===== config.mk =====
export PLATFORM = sky130hd
export DESIGN_NAME = jump_back_timer_flat
export DESIGN_NICKNAME = d
export VERILOG_FILES = /design/src/rtl/jump_back_timer_if.sv /design/src/rtl/jump_back_timer.sv /design/src/flat_wrapper.sv
export SDC_FILE = /design/constraint.sdc
export NUM_CORES = 1
export LEC_CHECK = 0
export CAP_MARGIN = 0
export CORE_MARGIN = 5
export CORE_UTILIZATION = 50
export CTS_BUF_LIST = sky130_fd_sc_hd__clkbuf_4 sky130_fd_sc_hd__clkbuf_8
export CTS_CLUSTER_DIAMETER = 200
export DETAILED_ROUTE_END_ITERATION = 7
export GPL_ROUTABILITY_DRIVEN = 1
export PLACE_DENSITY_LB_ADDON = 0.12
export SLEW_MARGIN = 5
export SYNTH_ARGS = -nofsm -noshare
export SYNTH_HDL_FRONTEND = slang
export SYNTH_SLANG_ARGS = --single-unit
export TNS_END_PERCENT = 50

===== constraint.sdc =====
create_clock -name clk -period 2.6 [get_ports clk]
set_input_delay 0.52 -clock clk [delete_from_list [all_inputs] [get_ports clk]]
set_output_delay 0.52 -clock clk [all_outputs]
set_load 0.005 [all_outputs]

===== src/rtl/jump_back_timer_if.sv =====
// jump_back_timer_if: bundles the obfuscation-FSM side of the jump-back timer.
//   fsm_flip       : FSM flip vector, nonzero while a jump-back is active
//   priority_flag  : FSM priority, pauses the ARMED deadline countdown
//   input_vec      : monitored primary inputs (LFSR entropy when mixing is built in)
//   comparator_sig : registered snapshot-freeze strobe to the core
//   state_o        : timer state (COUNT=0, ARMED=1, RECOVER=2, RESTORE=3)
//   jump_count     : saturating count of completed jump-backs
// master drives the FSM-side inputs; slave is the timer itself.
interface jump_back_timer_if #(
  parameter int fsm_out_len = 3,
  parameter int input_len   = 4
);
  logic [fsm_out_len-1:0] fsm_flip;
  logic                   priority_flag;
  logic [input_len-1:0]   input_vec;
  logic                   comparator_sig;
  logic [1:0]             state_o;
  logic [7:0]             jump_count;

  modport master (
    output fsm_flip, priority_flag, input_vec,
    input  comparator_sig, state_o, jump_count
  );

  modport slave (
    input  fsm_flip, priority_flag, input_vec,
    output comparator_sig, state_o, jump_count
  );
endinterface


===== src/rtl/jump_back_timer.sv =====
// jump_back_timer: generates comparator_sig for the obfuscated sequential core.
// A seeded LFSR picks the trigger distance T; after T cycles in COUNT the strobe
// rises and is held through a deadline window (ARMED) and any jump-back
// (RECOVER) plus one restore cycle (RESTORE).
// Ports:
//   clk       : clock, rising edge
//   reset     : synchronous, active-high
//   lfsr_seed : LFSR seed, sampled only while reset=1 (0 is replaced by 1)
//   bus       : jump_back_timer_if.slave (fsm_flip, priority_flag, input_vec,
//               comparator_sig, state_o, jump_count)
// Build option: define INPUT_MIX_EN to xor the parity of input_vec into the
// LFSR feedback.
module jump_back_timer #(
  parameter int                  lfsr_len    = 5,
  parameter logic [lfsr_len-1:0] lfsr_taps   = 5'b10100,
  parameter int                  counter_len = 7,
  parameter int                  deadline    = 5,
  parameter int                  fsm_out_len = 3,
  parameter int                  input_len   = 4
) (
  input  logic                clk,
  input  logic                reset,
  input  logic [lfsr_len-1:0] lfsr_seed,
  jump_back_timer_if.slave    bus
);
  localparam int dl_w = (deadline > 1) ? $clog2(deadline) : 1;

  typedef enum logic [1:0] {COUNT = 2'd0, ARMED = 2'd1, RECOVER = 2'd2, RESTORE = 2'd3} state_t;

  state_t                 state, state_n;
  logic [counter_len-1:0] cnt, cnt_n, target;
  logic [dl_w-1:0]        dc, dc_n;
  logic [lfsr_len-1:0]    lfsr, lfsr_n, lfsr_step;
  logic [7:0]             jc, jc_n;
  logic                   comp;
  logic                   fb;
  logic [fsm_out_len-1:0] flip;
  logic [input_len-1:0]   in_vec;

  assign flip   = bus.fsm_flip;
  assign in_vec = bus.input_vec;
  assign target = counter_len'(lfsr);

`ifdef INPUT_MIX_EN
  always_comb begin
    fb        = (^(lfsr & lfsr_taps)) ^ (^in_vec);
    lfsr_step = {lfsr[lfsr_len-2:0], fb};
    // input entropy could drive the register to the all-zero lockup state
    if (lfsr_step == '0) lfsr_step = lfsr_len'(1);
  end
`else
  logic unused_in;
  assign unused_in = ^in_vec;
  always_comb begin
    fb        = ^(lfsr & lfsr_taps);
    lfsr_step = {lfsr[lfsr_len-2:0], fb};
  end
`endif

  always_comb begin
    state_n = state;
    cnt_n   = cnt;
    dc_n    = dc;
    lfsr_n  = lfsr;
    jc_n    = jc;
    case (state)
      COUNT: begin
        if (cnt == target - counter_len'(1)) begin
          cnt_n   = '0;
          dc_n    = '0;
          lfsr_n  = lfsr_step;
          state_n = ARMED;
        end else begin
          cnt_n = cnt + counter_len'(1);
        end
      end
      ARMED: begin
        // a flip beats both the priority pause and deadline expiry
        if (flip != '0) begin
          state_n = RECOVER;
        end else if (bus.priority_flag) begin
          dc_n = dc;
        end else if (dc == dl_w'(deadline - 1)) begin
          state_n = COUNT;
          cnt_n   = '0;
        end else begin
          dc_n = dc + dl_w'(1);
        end
      end
      RECOVER: begin
        if (flip == '0) state_n = RESTORE;
      end
      RESTORE: begin
        state_n = COUNT;
        cnt_n   = '0;
        if (jc != 8'hFF) jc_n = jc + 8'd1;
      end
      default: state_n = COUNT;
    endcase
  end

  always_ff @(posedge clk) begin
    if (reset) begin
      state <= COUNT;
      cnt   <= '0;
      dc    <= '0;
      jc    <= '0;
      comp  <= 1'b0;
      lfsr  <= (lfsr_seed == '0) ? lfsr_len'(1) : lfsr_seed;
    end else begin
      state <= state_n;
      cnt   <= cnt_n;
      dc    <= dc_n;
      jc    <= jc_n;
      lfsr  <= lfsr_n;
      // strobe is high in every state but COUNT, registered against the next state
      comp  <= (state_n != COUNT);
    end
  end

  assign bus.comparator_sig = comp;
  assign bus.state_o        = state;
  assign bus.jump_count     = jc;
endmodule


===== src/flat_wrapper.sv =====
// flat-port wrapper written by rule: the top's interface ports become plain ports
module jump_back_timer_flat 
#(
  parameter int                  lfsr_len    = 5,
  parameter logic [lfsr_len-1:0] lfsr_taps   = 5'b10100,
  parameter int                  counter_len = 7,
  parameter int                  deadline    = 5,
  parameter int                  fsm_out_len = 3,
  parameter int                  input_len   = 4
)
  (clk, reset, lfsr_seed, bus_fsm_flip, bus_priority_flag, bus_input_vec, bus_comparator_sig, bus_state_o, bus_jump_count);
  jump_back_timer_if #(.fsm_out_len(fsm_out_len), .input_len(input_len)) bus_i ();
  input  logic clk;
  input  logic reset;
  input  logic [lfsr_len-1:0] lfsr_seed;
  input wire logic [$bits(bus_i.fsm_flip)-1:0] bus_fsm_flip;
  input wire logic [$bits(bus_i.priority_flag)-1:0] bus_priority_flag;
  input wire logic [$bits(bus_i.input_vec)-1:0] bus_input_vec;
  output wire logic [$bits(bus_i.comparator_sig)-1:0] bus_comparator_sig;
  output wire logic [$bits(bus_i.state_o)-1:0] bus_state_o;
  output wire logic [$bits(bus_i.jump_count)-1:0] bus_jump_count;
  assign bus_i.fsm_flip = bus_fsm_flip;
  assign bus_i.priority_flag = bus_priority_flag;
  assign bus_i.input_vec = bus_input_vec;
  assign bus_comparator_sig = bus_i.comparator_sig;
  assign bus_state_o = bus_i.state_o;
  assign bus_jump_count = bus_i.jump_count;
  jump_back_timer #(.lfsr_len(lfsr_len), .lfsr_taps(lfsr_taps), .counter_len(counter_len), .deadline(deadline), .fsm_out_len(fsm_out_len), .input_len(input_len)) u_core (.clk(clk), .reset(reset), .lfsr_seed(lfsr_seed), .bus(bus_i));
endmodule

After elaboration in Yosys (flattened, before gate mapping)
Index checks and enable logic that the tools add are counted.

cells by class
  $add $sub $neg = 4
  multiply operators = 0
  div/mod/pow operators = 0
  $lt $le $gt $ge = 0
  equal/unequal tests = 11
  shift-type cells = 0
  muxes and demuxes = 20
  bitwise gates (word level) = 0
  reduce and logical (&&, ||, !) cells = 14

operators with widths
  operator                                                                 number
  7-bit two-way mux                                                        4
  7-bit case mux with 3 select lines                                       1
  5-bit two-way mux                                                        4
  3-bit two-way mux                                                        4
  2-bit two-way mux                                                        5
  8-bit by 1-bit adder with 8-bit output, second input constant            1
  8-bit inequality test, second input constant                             1
  2-bit case mux with 4 select lines                                       1
  2-bit nonzero test                                                       4
  7-bit by 1-bit adder with 7-bit output, second input constant            1
  7-bit equality test                                                      1
  2-bit inequality test, second input constant                             3
  3-bit case mux with 2 select lines                                       1
  3-bit nonzero test                                                       2
  5-bit by 1-bit subtractor with 6-bit output, second input constant       1
  5-bit logical NOT                                                        1
  5-bit AND reduction                                                      1
  5-bit XOR reduction                                                      1
  2-bit equality test, second input constant                               2
  2-bit by 1-bit inequality test with 1-bit output, second input constant  2
  2-bit AND reduction                                                      2
  4-bit AND reduction                                                      1
  3-bit by 1-bit adder with 3-bit output, second input constant            1
  3-bit equality test, second input constant                               1
  3 further kinds                                                          3

word-level totals
  register bits after elaboration = 26
  bits in latches = 0
  RAM bits = 0
  bits in read-only memories = 0
  bits of input ports = 15
  output and inout port bits = 11
  word-level logic and storage cells = 55
  memories = 0

Logic depth before layout (Yosys ltp)
  depth after elaboration = 6
  gate-level depth with buffers = 8
  mapped depth without buffers = 7

Worst setup path before layout
OpenSTA, ideal clock, no wires.

  path type = register to register
  start = reg u_core.lfsr[0]
  end = reg u_core.lfsr[0] (enable)
  setup time = 310 ps
  arrival time = 1,650 ps
  data required time = 2,290 ps
  path slack = 639 ps
  cell stages (with the launch flop) = 9
  path buffers = 1
  clock period less this slack = 1,961 ps
  cells stage by stage = edfxtp_1 > inv_1 > ha_1 > nand2b_1 > nand3_1 > o21ai_0 > a211oi_2 > buf_6 > a21o_1

between the ends
  word-level cells in the longest chain between the ends = 4

ends and longest elaborated chain
  element                                      line                    text
  start, declared                              jump_back_timer.sv:33   logic [lfsr_len-1:0] lfsr, lfsr_n, lfsr_step;
  start signal, assigned                       jump_back_timer.sv:109  lfsr <= (lfsr_seed == '0) ? lfsr_len'(1) : lfsr_seed;
  start signal, assigned                       jump_back_timer.sv:115  lfsr <= lfsr_n;
  5-bit by 1-bit subtractor with 6-bit output  jump_back_timer.sv:68   if (cnt == target - counter_len'(1)) begin
  7-bit equality test                          jump_back_timer.sv:68
  2-bit nonzero test (no source line)          n/a
  2-bit AND reduction (no source line)         n/a

Every way passes these cells.
A chain may end at the register's enable or synchronous reset.

Worst setup path after layout
  start = in bus_fsm_flip[1]
  end = reg u_core.cnt[6]

between the ends
  word-level cells in the longest chain between the ends = 3

ends and longest elaborated chain
  element                                 line                    text
  start, declared                         flat_wrapper.sv:16      input wire logic [$bits(bus_i.fsm_flip)-1:0] bus_fsm_flip;
  3-bit nonzero test                      jump_back_timer.sv:79   if (flip != '0) begin
  2-bit inequality test (no source line)  n/a
  4-bit AND reduction (no source line)    n/a
  end signal, assigned                    jump_back_timer.sv:112  cnt <= cnt_n;
  end, declared                           jump_back_timer.sv:31   logic [counter_len-1:0] cnt, cnt_n, target;

Every way passes these cells.

==> impl_metrics.tcl <==
set metrics [dict create \
    peakVddDrop_mv 0.229 \
    synthesis.nets 189 \
    combPwrFrac_pct 22.3 \
    critPathRequiredTime_ps 2830 \
    pwr-share-clk_pct 21.5 \
    synthTopCellsByArea "dfxtp_1 (27%), edfxtp_1 (9.7%), xnor2_1 (5.1%), ha_1 (4.0%), nor2_1 (3.9%)" \
    yosys-top-cells-count "dfxtp_1 (21), nor2_1 (16), o21ai_0 (11)" \
    cp-start-kind "input port" \
    cts.htree.levels 1 \
    timing.rr.start "u_core.lfsr[0]" \
    grt_first_pass_wirelength_um 5460 \
    p_total_uw 863 \
    final_antenna_net_count 0 \
    finalHoldViolCount 0 \
    ctsHoldBuffers 0 \
    cp.depth 6 \
    setup_viol 0 \
    cp_cell_sequence "clkdlybuf4s50_1 -> or3_4 -> o21ai_4 -> and2_4 -> o21ai_0 -> a211oi_1" \
    start_util_pct 51.6 \
    holdWs_ps 517 \
    die_area_sq_um 4310 \
    period_share_pct 77.1 \
    period_needed_ps 2010 \
    place_congestion 0.816 \
    min-delay-start "u_core.dc[1]" \
    min_path_type "reg -> reg" \
    ctsRootBufferMaster "clkbuf_4" \
    antenna_found_initial 0 \
    p_sw_share_pct 29.4 \
    crit_family "simple AND/OR/NAND/NOR gates" \
    drive_gt1_share_pct 12.8 \
    ys_types 50 \
    worst_slack_ps 594 \
    async_flop_share_pct 0 \
    ys_seq_elements 26 \
    critical_path.max_fanout 11 \
    fp.dieW_um 65.7 \
    critPathKind "in -> reg" \
    core_area_sq_um 3000 \
    setup_tns_ps 0 \
    crit_path_start "bus_fsm_flip[1]" \
    p_per_area_nw_per_um2 487 \
    tightest_slew_ps 439 \
    crit_path_max_incr_delay_ps 420 \
    num_antenna_cells 0 \
    cts_setup_buffers 0 \
    outcome "completed" \
    grt_overflow 0 \
    grt_pass1_vias 1291 \
    ios 26 \
    fmax_ghz 0.499 \
    finalInstanceArea_sq_um 1770 \
    maxCapViolCount 0 \
    track_usage_pct 15.5 \
    ys_seq_area_share_pct 36.8 \
    final_nets 209 \
    clkSlewWorstSetupHoldPaths_ps 140 \
    synthDominantCellAreaShare_pct 27.1 \
    arrival_ps 2240 \
    via_count 1306 \
    crit_buf_inv 1 \
    slew_viol_final 0 \
    yosysTopAreaCell "dfxtp_1" \
    seq_power_share_pct 56.2 \
    dieHeight_um 65.7 \
    drtIter0Drc 82 \
    dp_slack_ps 263 \
    hold_depth 2 \
    power.switching_uw 253 \
    avgSynthCellArea_sq_um 9.17 \
    synth-edff-count 5 \
    r2r.worst_path.cells 7 \
    row_count 20 \
    clkLatencyLatePin_ps 310 \
    cts.path.max_buffers 2 \
    nFillCells 263 \
    grt_setup_unrepaired "no" \
    dp.final_hpwl_um 2340 \
    drc_errors 0 \
    cts_tree "built" \
    io_buffers 21 \
    drt-vias-per-instance 5.91 \
    cts-buffers-inserted 3 \
    intPower_uw 610 \
    cts_num_sinks 26 \
    clock-skew-final_ps 9.23 \
    place_area_sq_um 1740 \
    cellLeakagePower_uw 0.000649 \
    firstDrtPassIters 4 \
    area_growth_pct 14.4 \
    critPathCaptureType "flip-flop" \
    synthFlopType "dfxtp_1" \
    cts_resized 0 \
    syn_area_sq_um 1550 \
    slew_headroom_pct 70.5 \
    wirelength_um 3060 \
    syn_inst 169 \
    grt_max_degree 18 \
    cp_slowest_cell "clkdlybuf4s50_1" \
    avgRoutedWirePerCell_um 13.9 \
    synth.most_common_cell "dfxtp_1" \
    yosys_warnings 0 \
]
==> metal layers <==
layer  up-vias  share of wire [%]  GRT usage, %
met3         6                3.0          2.56
met5         -                  0             0
li1        660                  -             -
met1       619                 48          19.6
met2        21                 48          26.2
met4         0                1.3          5.70
==> worst paths after layout <==
check,to,slack [ps]
worst min register to register,u_core.dc[1],520
worst max-delay path,u_core.cnt[6],590
worst max register to register,u_core.lfsr[3],670
worst min-delay path,u_core.dc[1],520
==> worst reg2reg max path: cells and delay by family, from the launching register on <==
family,cells,cell delay [ps]
buf+inv,1,80
fa+ha+maj,1,240
flops,1,470
compound gates,3,630
simple gates,2,230
==> layout make-up <==
cell class	instances	area [sq um]	share of cell area [%]
flip-flops and latches	26	571	32.2
multi-input cells	127	876	49.4
repair buffers	23	225	12.7
clock buffers	4	30.0	1.69
well taps	33	41.3	2.33
inverters	8	30.0	1.69
==> layout by cell type (no fill, tap or decap), drive strengths merged, types with 3 or more instances in the layout <==
cell type / synthesis / routed
clkdlybuf4s50: 0 / 21
dfxtp: 21 / 21
nor2: 16 / 16
o21ai: 14 / 14
xnor2: 9 / 9
nand3: 9 / 9
inv: 8 / 8
nand2: 8 / 8
a21oi: 8 / 8
nand4: 6 / 6
ha: 5 / 5
edfxtp: 5 / 5
nor3: 5 / 5
xor2: 4 / 4
o2111ai: 4 / 4
clkbuf: 4 / 4
and3: 4 / 4
a211oi: 4 / 4
nand3b: 3 / 3
==> power groups by stage <==
stage,combinational [uW],clock [uW],sequential [uW]
after floorplan,163,0,477
after global placement,186,0,494
after detailed placement,194,0,494
after CTS,195,193,485
after global routing,220,211,492
final,193,186,485
==> cells by family after synthesis <==
logic type / Yosys count / synth area share (%)
buffers and inverters: 16 / 6.70
multiplexers: 4 / 2.74
adder cells (fa/ha/maj): 5 / 4.04
XOR/XNOR: 13 / 7.34
flip-flops: 26 / 36.8
AO/OA/AOI/OAI: 42 / 19.9
AND/OR/NAND/NOR: 63 / 22.4
==> flip-flops by register name, indices dropped and copies added (netlist names) <==
register                   count
u_core.bus.state_o             2
u_core.bus.comparator_sig      1
u_core.dc                      3
u_core.cnt                     7
u_core.lfsr                    5
u_core.bus.jump_count          8
==> through the flow <==
| step | util (%) | std cells |
|---|---|---|
| 3_5_place_dp | 58.0 | 217 |
| 3_3_place_gp | 58.0 | 217 |
| 4_1_cts | 59.0 | 221 |
| 5_1_grt | 59.0 | 221 |
| 6_report | 59.0 | 221 |
| 2_1_floorplan | - | 169 |
No activity file was read; power rests on OpenSTA's default activity.
